### config.mk
export PLATFORM = sky130hd
export DESIGN_NAME = wptr_full_ctrl
export DESIGN_NICKNAME = d
export VERILOG_FILES = /design/src/rtl/wptr_full_ctrl.sv
export SDC_FILE = /design/constraint.sdc
export NUM_CORES = 1
export LEC_CHECK = 0
export CORE_UTILIZATION = 45
export DETAILED_ROUTE_END_ITERATION = 7
export PLACE_DENSITY = 0.74
export SYNTH_ARGS = -nofsm -noshare
export SYNTH_HDL_FRONTEND = slang
export SYNTH_SLANG_ARGS = --single-unit
### constraint.sdc
create_clock -name wclk -period 5.25 [get_ports wclk]
set_input_delay 0.525 -clock wclk [delete_from_list [all_inputs] [get_ports wclk]]
set_output_delay 0.525 -clock wclk [all_outputs]
set_load 0.01 [all_outputs]
### src/rtl/wptr_full_ctrl.sv
// Write-side pointer and flag controller for an asynchronous FIFO.
// Produces the write address, Gray write pointer, full/almost-full flags, occupancy and a sticky overflow flag.
module wptr_full_ctrl #(
  parameter int ADDR_WIDTH   = 9,
  parameter int AFULL_THRESH = 508
) (
  input  logic                  wclk,
  input  logic                  wrst,
  input  logic                  winc,
  input  logic [ADDR_WIDTH:0]   wq2_rptr,
  input  logic                  wovf_clr,
  output logic [ADDR_WIDTH-1:0] waddr,
  output logic [ADDR_WIDTH:0]   wptr,
  output logic                  wfull,
  output logic                  wafull,
  output logic [ADDR_WIDTH:0]   wcount,
  output logic                  woverflow
);

  localparam logic [ADDR_WIDTH:0] AFULL_LVL = (ADDR_WIDTH+1)'(AFULL_THRESH);

  logic [ADDR_WIDTH:0] wbin;
  logic [ADDR_WIDTH:0] wbinnext;
  logic [ADDR_WIDTH:0] wgraynext;
  logic [ADDR_WIDTH:0] rbin_s;
  logic [ADDR_WIDTH:0] count_next;
  logic [ADDR_WIDTH:0] full_ptr;
  logic                wfull_next;
  logic                wafull_next;

  // NOTE: every always_comb output gets a default first so no latch can be inferred.
  always_comb begin
    rbin_s = '0;
    for (int i = 0; i <= ADDR_WIDTH; i++) begin
      rbin_s[i] = ^(wq2_rptr >> i);
    end
  end

  assign wbinnext   = wbin + {{ADDR_WIDTH{1'b0}}, winc & ~wfull};
  assign wgraynext  = (wbinnext >> 1) ^ wbinnext;
  assign count_next = wbinnext - rbin_s;

  // Full when the write pointer has lapped the read pointer: top two Gray bits inverted, rest equal.
  assign full_ptr    = {~wq2_rptr[ADDR_WIDTH:ADDR_WIDTH-1], wq2_rptr[ADDR_WIDTH-2:0]};
  assign wfull_next  = (wgraynext == full_ptr);
  assign wafull_next = (count_next >= AFULL_LVL);

  assign waddr = wbin[ADDR_WIDTH-1:0];

  // NOTE: sequential state uses non-blocking assignments so every register samples pre-edge values.
  always_ff @(posedge wclk or posedge wrst) begin
    if (wrst) begin
      wbin      <= '0;
      wptr      <= '0;
      wfull     <= 1'b0;
      wafull    <= 1'b0;
      wcount    <= '0;
      woverflow <= 1'b0;
    end else begin
      wbin      <= wbinnext;
      wptr      <= wgraynext;
      wfull     <= wfull_next;
      wafull    <= wafull_next;
      wcount    <= count_next;
      woverflow <= (winc & wfull) | (woverflow & ~wovf_clr);
    end
  end

endmodule

==> summary.md, run 1 <==
| Metric | Value |
|---|---|
| Status | `finished clean` |
| Setup TNS | `0 ps` |
| Clk network pwr share | `12.8%` |
| Reg-to-Reg End | `wafull` |
| Port Buffers | `45` |
| Final slew viol count | `0` |
| Max-cap viol count | `0` |
| Post-Route WL | `3520 µm` |
| Combinational Power Share | `58.8%` |
| CP cell instances | `clkdlybuf4s50_1 -> xor3_2 -> xnor3_2 -> xor2_1 -> xor2_1 -> xor2_1 -> xor2_1 -> ha_1 -> fa_1 -> nor2b_1 -> o21ai_0 -> a22oi_1 -> o21a_1 -> o211a_1 -> a211o_1 -> a41o_1` |
| Root buf cell | `clkbuf_8` |
| R2R Path Start | `wfull` |
| Antenna fix cells | `0` |
| Global-route wire length before repair | `5960 µm` |
| Net switching fraction of the power | `38.9%` |
| Die area | `0.00449 mm²` |
| Primary FF master, synth | `dfrtp_1` |
| Multiplexer share of the synthesized area | `1.05%` |
| Highest clock rate | `219 MHz` |
| Routed Antenna Nets | `0` |
| DRT Pass-1 Iters | `4` |
| Global Route Usage Sum | `18.4%` |
| CP Data Arrival Time | `4730 ps` |
| Max Clock Skew | `6.80 ps` |
| CTS Buf Count | `5` |
| Sw power | `0.000579 W` |
| CTS max path bufs | `2` |
| Maximum net fanout on the critical path | `5` |
| Post-Synth Simple-Gate Area | `11.5%` |
| Nets | `252` |
| Core area | `0.00403 mm²` |
| Compound-cell area share of the yosys netlist | `11.0%` |
| Ranking of synthesized cells by area | `dfrtp_1 42%, xnor2_1 12%, xor2_1 7.4%` |
| CTS tree | `done` |
| Synth async-reset ratio | `100%` |
| Rel. slew slack | `72.5%` |
| Seq cells post-synth | `32` |
| Critical setup path kind | `primary input to flip-flop` |
| IO Pins | `46` |
| RSZ-0062 raised after global routing | `no` |
| Initial Util | `47.2%` |
| CP dominant cell by count | `xor2_1` |
| Area Growth Syn to Fin | `30.9%` |
| Slack of the worst reg-to-reg path | `2090 ps` |
| Cell Rows | `23` |
| Skew-Pair Late Insertion Delay | `280 ps` |
| Total number of vias | `1364` |
| Via-per-instance ratio | `4.91` |
| Post-DP HPWL | `2730 µm` |
| Pwr per Cell Area | `599 mW/mm²` |
| Crit start category | `primary input` |
| Power Total | `0.00149 W` |
| Remaining DRCs | `0` |
| Yosys warns | `0` |
| Total gr overflow | `0` |
| Synth Cell Area | `0.00190 mm²` |
| Largest net degree at the start of global routing | `33` |
| Sequential area share after synthesis | `42.1%` |
| Peak supply drop | `0.335 mV` |
| Reg clk slew, reported paths | `60 ps` |
| Hold buffers post-CTS | `0` |
| Largest area contributor in the netlist | `dfrtp_1` |
| R2R depth | `11` |
| Post-CTS setup buffer count | `0` |
| Cell-internal power | `0.000912 W` |
| Yosys cell types | `35` |
| Largest family of logic cells by synthesized area | `XOR/XNOR gates` |
| Worst path required time | `5420 ps` |
| Number of synthesized flops with an enable pin | `0` |
| Hold Path Origin | `wfull` |
| Setup violators final | `0` |
| Flop pwr share | `28.4%` |
| Most frequent cell after synthesis | `dfrtp_1` |
| H-tree Lvls | `2` |
| Hold path cells | `2` |
| Leak pwr | `1.13 nW` |
| Mapped Avg Cell Area | `10.5 µm²` |
| Per-cell routed wire length | `12.7 µm` |
| Post-synth top area share | `42.1%` |
| Die H | `67.0 µm` |
| Filler Cells Inserted | `361` |
| Post-synth top cells | `32 x dfrtp_1, 27 x xnor2_1, 16 x xor2_1` |
| Clk sinks | `32` |
| Worst hold-check path type | `flip-flop to flip-flop` |
| Final Hold Viols | `0` |
| Initial antenna violation count | `0` |
| Vias in the first global route | `1280` |
| RePlAce Congestion | `0.786` |
| Gate Count Post-Synth | `181` |
| Synth Area in Adders | `7.64%` |
| Fin crit period | `4560 ps` |
| Final Cycle Share | `86.8%` |
| CP max-delay cell | `clkdlybuf4s50_1` |
| Worst Hold End | `woverflow` |
| Layout cells sized above 1 | `7.02%` |
| Max incr delay on CP | `530 ps` |
| Syn Nets | `206` |
| Synth Area in XOR/XNOR | `22.4%` |
| Die X | `67.0 µm` |
| Initial drt markers | `84` |
| Worst-margin pin slew | `409 ps` |
| # resized after CTS | `0` |
| CP endpoint kind | `flip-flop` |
==> through the flow <==
| step | cells | setup slack, ps | area, µm² | utilization (%) | hold WS [ps] |
|---|---|---|---|---|---|
| floorplan | 181 | 1270 | 1900 | - | 526 |
| global placement | 270 | 505 | 2390 | 59.4 | 501 |
| detailed placement | 270 | 378 | 2390 | 59.4 | 554 |
| CTS | 278 | 677 | 2490 | 61.7 | 564 |
| global route | 278 | 356 | 2490 | 61.7 | 571 |
| finish | 278 | 691 | 2490 | 61.7 | 548 |
==> cells by family (layout without fill, tap and decap cells) <==
kind of cell / after synthesis / count (layout)
xor gates and xnor gates: 45 / 45
and+or+nand+nor: 42 / 42
AOI/OAI and AO/OA: 27 / 27
DFF: 32 / 32
muxes: 2 / 2
buffers and inverters: 22 / 69
adders and majority gates: 11 / 11
==> sequential cells by signal, summed over array words and instances (netlist names) <==
name	count
wafull	1
wcount	10
wfull	1
wptr	9
woverflow	1
wbin	10
==> worst max-delay path: cells and delay by family <==
| family | cells | cell delay, ps |
|---|---|---|
| xor gates and xnor gates | 6 | 1960 |
| AOI/OAI and AO/OA | 6 | 1240 |
| buffers and inverters | 1 | 530 |
| adders and majority gates | 2 | 420 |
| and+or+nand+nor | 1 | 50 |
==> cells in the final DEF, fill, tap and decap left out, types with 3 or more instances in the layout <==
| cell | instances |
|---|---|
| o21ai_0 | 8 |
| clkdlybuf4s50_1 | 45 |
| dfrtp_1 | 32 |
| inv_1 | 15 |
| nand2_1 | 8 |
| nand3_1 | 5 |
| clkbuf_8 | 6 |
| ha_1 | 10 |
| xor2_1 | 16 |
| nor3_1 | 3 |
| nor2b_1 | 4 |
| nor2_1 | 11 |
| xnor2_1 | 27 |
| and4_1 | 4 |
| a21oi_1 | 4 |
==> power by group through the flow <==
stage / logic (W) / clock network [W] / registers (W)
2_1_floorplan: 0.000584 / 0 / 0.000433
3_3_place_gp: 0.000872 / 0 / 0.000428
3_5_place_dp: 0.000882 / 0 / 0.000425
4_1_cts: 0.000889 / 0.000198 / 0.000424
5_1_grt: 0.000980 / 0.000211 / 0.000438
6_report: 0.000876 / 0.000191 / 0.000424
==> area by class of cell <==
cell class                      count  area, µm²  share of cell area [%]
Multi-Input combinational cell    127       1020                    40.9
Sequential cell                    32        801                    32.2
Timing Repair Buffer               46        458                    18.4
Clock buffer                        6       82.6                    3.32
Tap cell                           50       62.6                    2.52
Inverter                           15       56.3                    2.26
Clock inverter                      2       10.0                   0.402
==> metal layers <==
layer	vias up	track usage (%)	routed length, µm	part of all wire [%]
li1	696	-	-	-
met1	633	24.0	1640	47
met2	32	29.5	1710	48
met3	3	4.62	148	4.2
met4	0	6.38	27	0.77
met5	-	0	0	0
==> worst max-delay path by stage <==
stage	cells past startpoint	endpoint	from	slack (ps)
floorplan	15	wafull	wq2_rptr[8]	1270
global placement	16	wafull	wq2_rptr[8]	500
detailed placement	16	wafull	wq2_rptr[8]	380
CTS	16	wafull	wq2_rptr[8]	680
global route	16	wafull	wq2_rptr[8]	360
finish	16	wafull	wq2_rptr[8]	690
Note: power is estimated with default switching activity, not from simulation.
==> run 2, diff against run 1 <==
- CORE_UTILIZATION: 45 -> 55
- CTS_BUF_LIST: default -> sky130_fd_sc_hd__clkbuf_4
- DONT_BUFFER_PORTS: default -> 1
- PLACE_DENSITY: 0.74 -> 0.7
==> summary.md, run 2 (synthesis gave the netlist of run 1 again) <==
| Metric | Value |
|---|---|
| IO Pins | `46 (unchanged)` |
| Die H | `60.8 µm (was 67.0 µm)` |
| Final Util | `63.2% (was 61.7%)` |
| Initial antenna violation count | `0 (unchanged)` |
| Reg clk slew, reported paths | `100 ps (was 60 ps)` |
| Antenna fix cells | `0 (unchanged)` |
| Cell Rows | `20 (was 23)` |
| Core area | `0.00315 mm² (was 0.00403 mm²)` |
| Peak supply drop | `0.378 mV (was 0.335 mV)` |
| RSZ-0062 raised after global routing | `no (unchanged)` |
| Per-cell routed wire length | `15.6 µm (was 12.7 µm)` |
| Remaining DRCs | `0 (unchanged)` |
| Critical path buffer and inverter count | `0 (was 1)` |
| Max incr delay on CP | `450 ps (was 530 ps)` |
| Total number of vias | `1238 (was 1364)` |
| Nets | `207 (was 252)` |
| Rel. slew slack | `66.5% (was 72.5%)` |
| CP Data Arrival Time | `4250 ps (was 4730 ps)` |
| Worst-margin pin slew | `502 ps (was 409 ps)` |
| CTS max path bufs | `2 (unchanged)` |
| Leak pwr | `0.944 nW (was 1.13 nW)` |
| Layout cells sized above 1 | `8.20% (was 7.02%)` |
| Slack of the worst reg-to-reg path | `1940 ps (was 2090 ps)` |
| R2R Path Start | `wfull (unchanged)` |
| Placed cells | `219 (was 270)` |
| Post-CTS setup buffer count | `0 (unchanged)` |
| Vias in the first global route | `1298 (was 1280)` |
| CP endpoint kind | `flip-flop (unchanged)` |
| Setup TNS | `0 ps (unchanged)` |
| # resized after CTS | `0 (unchanged)` |
| Max Clock Skew | `8.07 ps (was 6.80 ps)` |
| Skew-Pair Late Insertion Delay | `340 ps (was 280 ps)` |
| CP dominant cell by count | `xor2_1 (unchanged)` |
| Setup violators final | `0 (unchanged)` |
| Final non-filler cell total | `227 (was 278)` |
| Fin crit period | `4010 ps (was 4560 ps)` |
| DRT Pass-1 Iters | `4 (unchanged)` |
| Commonest non-fill, non-tap cell in the layout | `dfrtp_1 (was clkdlybuf4s50_1)` |
| RePlAce Congestion | `0.806 (was 0.786)` |
| CP cell instances | `xor3_2 -> xnor3_2 -> xor2_1 -> xor2_1 -> xor2_1 -> xor2_1 -> ha_1 -> fa_1 -> nor2b_1 -> o21ai_0 -> a22oi_1 -> o21a_1 -> o211a_1 -> a211o_1 -> a41o_1 (was clkdlybuf4s50_1 -> xor3_2 -> xnor3_2 -> xor2_1 -> xor2_1 -> xor2_1 -> xor2_1 -> ha_1 -> fa_1 -> nor2b_1 -> o21ai_0 -> a22oi_1 -> o21a_1 -> o211a_1 -> a211o_1 -> a41o_1)` |
| Hold buffers post-CTS | `0 (unchanged)` |
| Highest clock rate | `250 MHz (was 219 MHz)` |
| Die X | `60.8 µm (was 67.0 µm)` |
| Power Total | `0.00128 W (was 0.00149 W)` |
| Status | `finished clean (unchanged)` |
| Global Route Usage Sum | `23.2% (was 18.4%)` |
| Area Growth Syn to Fin | `4.87% (was 30.9%)` |
| Top Registers | `wbin: 10 flops, wcount: 10 flops, wptr: 9 flops (unchanged)` |
| R2R depth | `11 (unchanged)` |
| Crit path max-delay family | `XOR/XNOR gates (unchanged)` |
| Via-per-instance ratio | `5.45 (was 4.91)` |
| Worst path required time | `5490 ps (was 5420 ps)` |
| Final Cycle Share | `76.3% (was 86.8%)` |
| Root buf cell | `clkbuf_4 (was clkbuf_8)` |
| Die area | `0.00369 mm² (was 0.00449 mm²)` |
| Max-cap viol count | `0 (unchanged)` |
| Post-Route WL | `3540 µm (was 3520 µm)` |
| Final Hold Viols | `0 (unchanged)` |
| Routed Antenna Nets | `0 (unchanged)` |
| Pwr per Cell Area | `641 mW/mm² (was 599 mW/mm²)` |
| Crit start category | `primary input (unchanged)` |
| H-tree Lvls | `2 (unchanged)` |
| Post-DP HPWL | `2750 µm (was 2730 µm)` |
| Final slew viol count | `0 (unchanged)` |
| Global-route wire length before repair | `5990 µm (was 5960 µm)` |
| CTS tree | `done (unchanged)` |
| Maximum net fanout on the critical path | `5 (unchanged)` |
| Clk sinks | `32 (unchanged)` |
| Critical setup path kind | `primary input to flip-flop (unchanged)` |
| Initial drt markers | `35 (was 84)` |
| CP max-delay cell | `xor3_2 (was clkdlybuf4s50_1)` |
| Initial Util | `60.3% (was 47.2%)` |
| Worst hold-check path type | `primary input to asynchronous set/reset pin (was flip-flop to flip-flop)` |
| Largest net degree at the start of global routing | `20 (was 33)` |
| Port Buffers | `0 (was 45)` |
| Total gr overflow | `0 (unchanged)` |
| Reg-to-Reg End | `wafull (unchanged)` |
| Most frequent cells in the layout | `32 x dfrtp_1, 27 x xnor2_1, 16 x xor2_1, 15 x inv_1, 11 x nor2_1 (was 45 x clkdlybuf4s50_1, 32 x dfrtp_1, 27 x xnor2_1, 16 x xor2_1, 15 x inv_1)` |
| CTS Buf Count | `5 (unchanged)` |
-- run 2: changes by cell type in the layout (fill, tap and decap cells not counted), sizes merged --
cell           before  now
clkinv              2    1
clkbuf              6    7
clkdlybuf4s50      45    0
-- run 2: worst max-delay path by stage --
stage / cells after the start / slack [ps] / startpoint / to
2_1_floorplan: 15 / 1270 / wq2_rptr[8] / wafull
3_3_place_gp: 15 / 1100 / wq2_rptr[8] / wafull
3_5_place_dp: 15 / 920 / wq2_rptr[8] / wafull
4_1_cts: 15 / 1290 / wq2_rptr[8] / wafull
5_1_grt: 15 / 1040 / wq2_rptr[8] / wafull
6_report: 15 / 1240 / wq2_rptr[8] / wafull
-- run 2: final cells by class --
cell class,count,area (µm²)
well taps,44,55.1
clock inverters,1,3.75
clock buffers,7,52.6
flip-flops and latches,32,801
fillers,275,1160
multi-input cells,127,1020
repair buffers,1,7.51
inverters,15,56.3
-- run 2: where the power goes --
| part | internal [W] | leakage (nW) | switching [W] |
|---|---|---|---|
| clock network | 0.0000617 | 0.0338 | 0.0000835 |
| logic | 0.000302 | 0.514 | 0.000348 |
| registers | 0.000348 | 0.396 | 0.000133 |
| total | 0.000712 | 0.944 | 0.000565 |
-- run 2: layer usage --
layer	share of wire, %	vias up	track usage (%)	routed length [µm]
li1	-	605	-	-
met1	44	597	27.6	1570
met2	49	31	38.1	1720
met3	5.6	5	8.32	198
met4	1.6	0	10.1	55
met5	0	-	0	0
-- run 2: through the flow --
stage | setup WS [ps] | area (µm²) | hold slack (ps)
final | 1240 | 1990 | 86.9
after global routing | 1040 | 1990 | 118
after CTS | 1290 | 1990 | 88.5
after detailed placement | 922 | 1940 | 472
after global placement | 1100 | 1940 | 468
after floorplan | 1270 | 1900 | 526
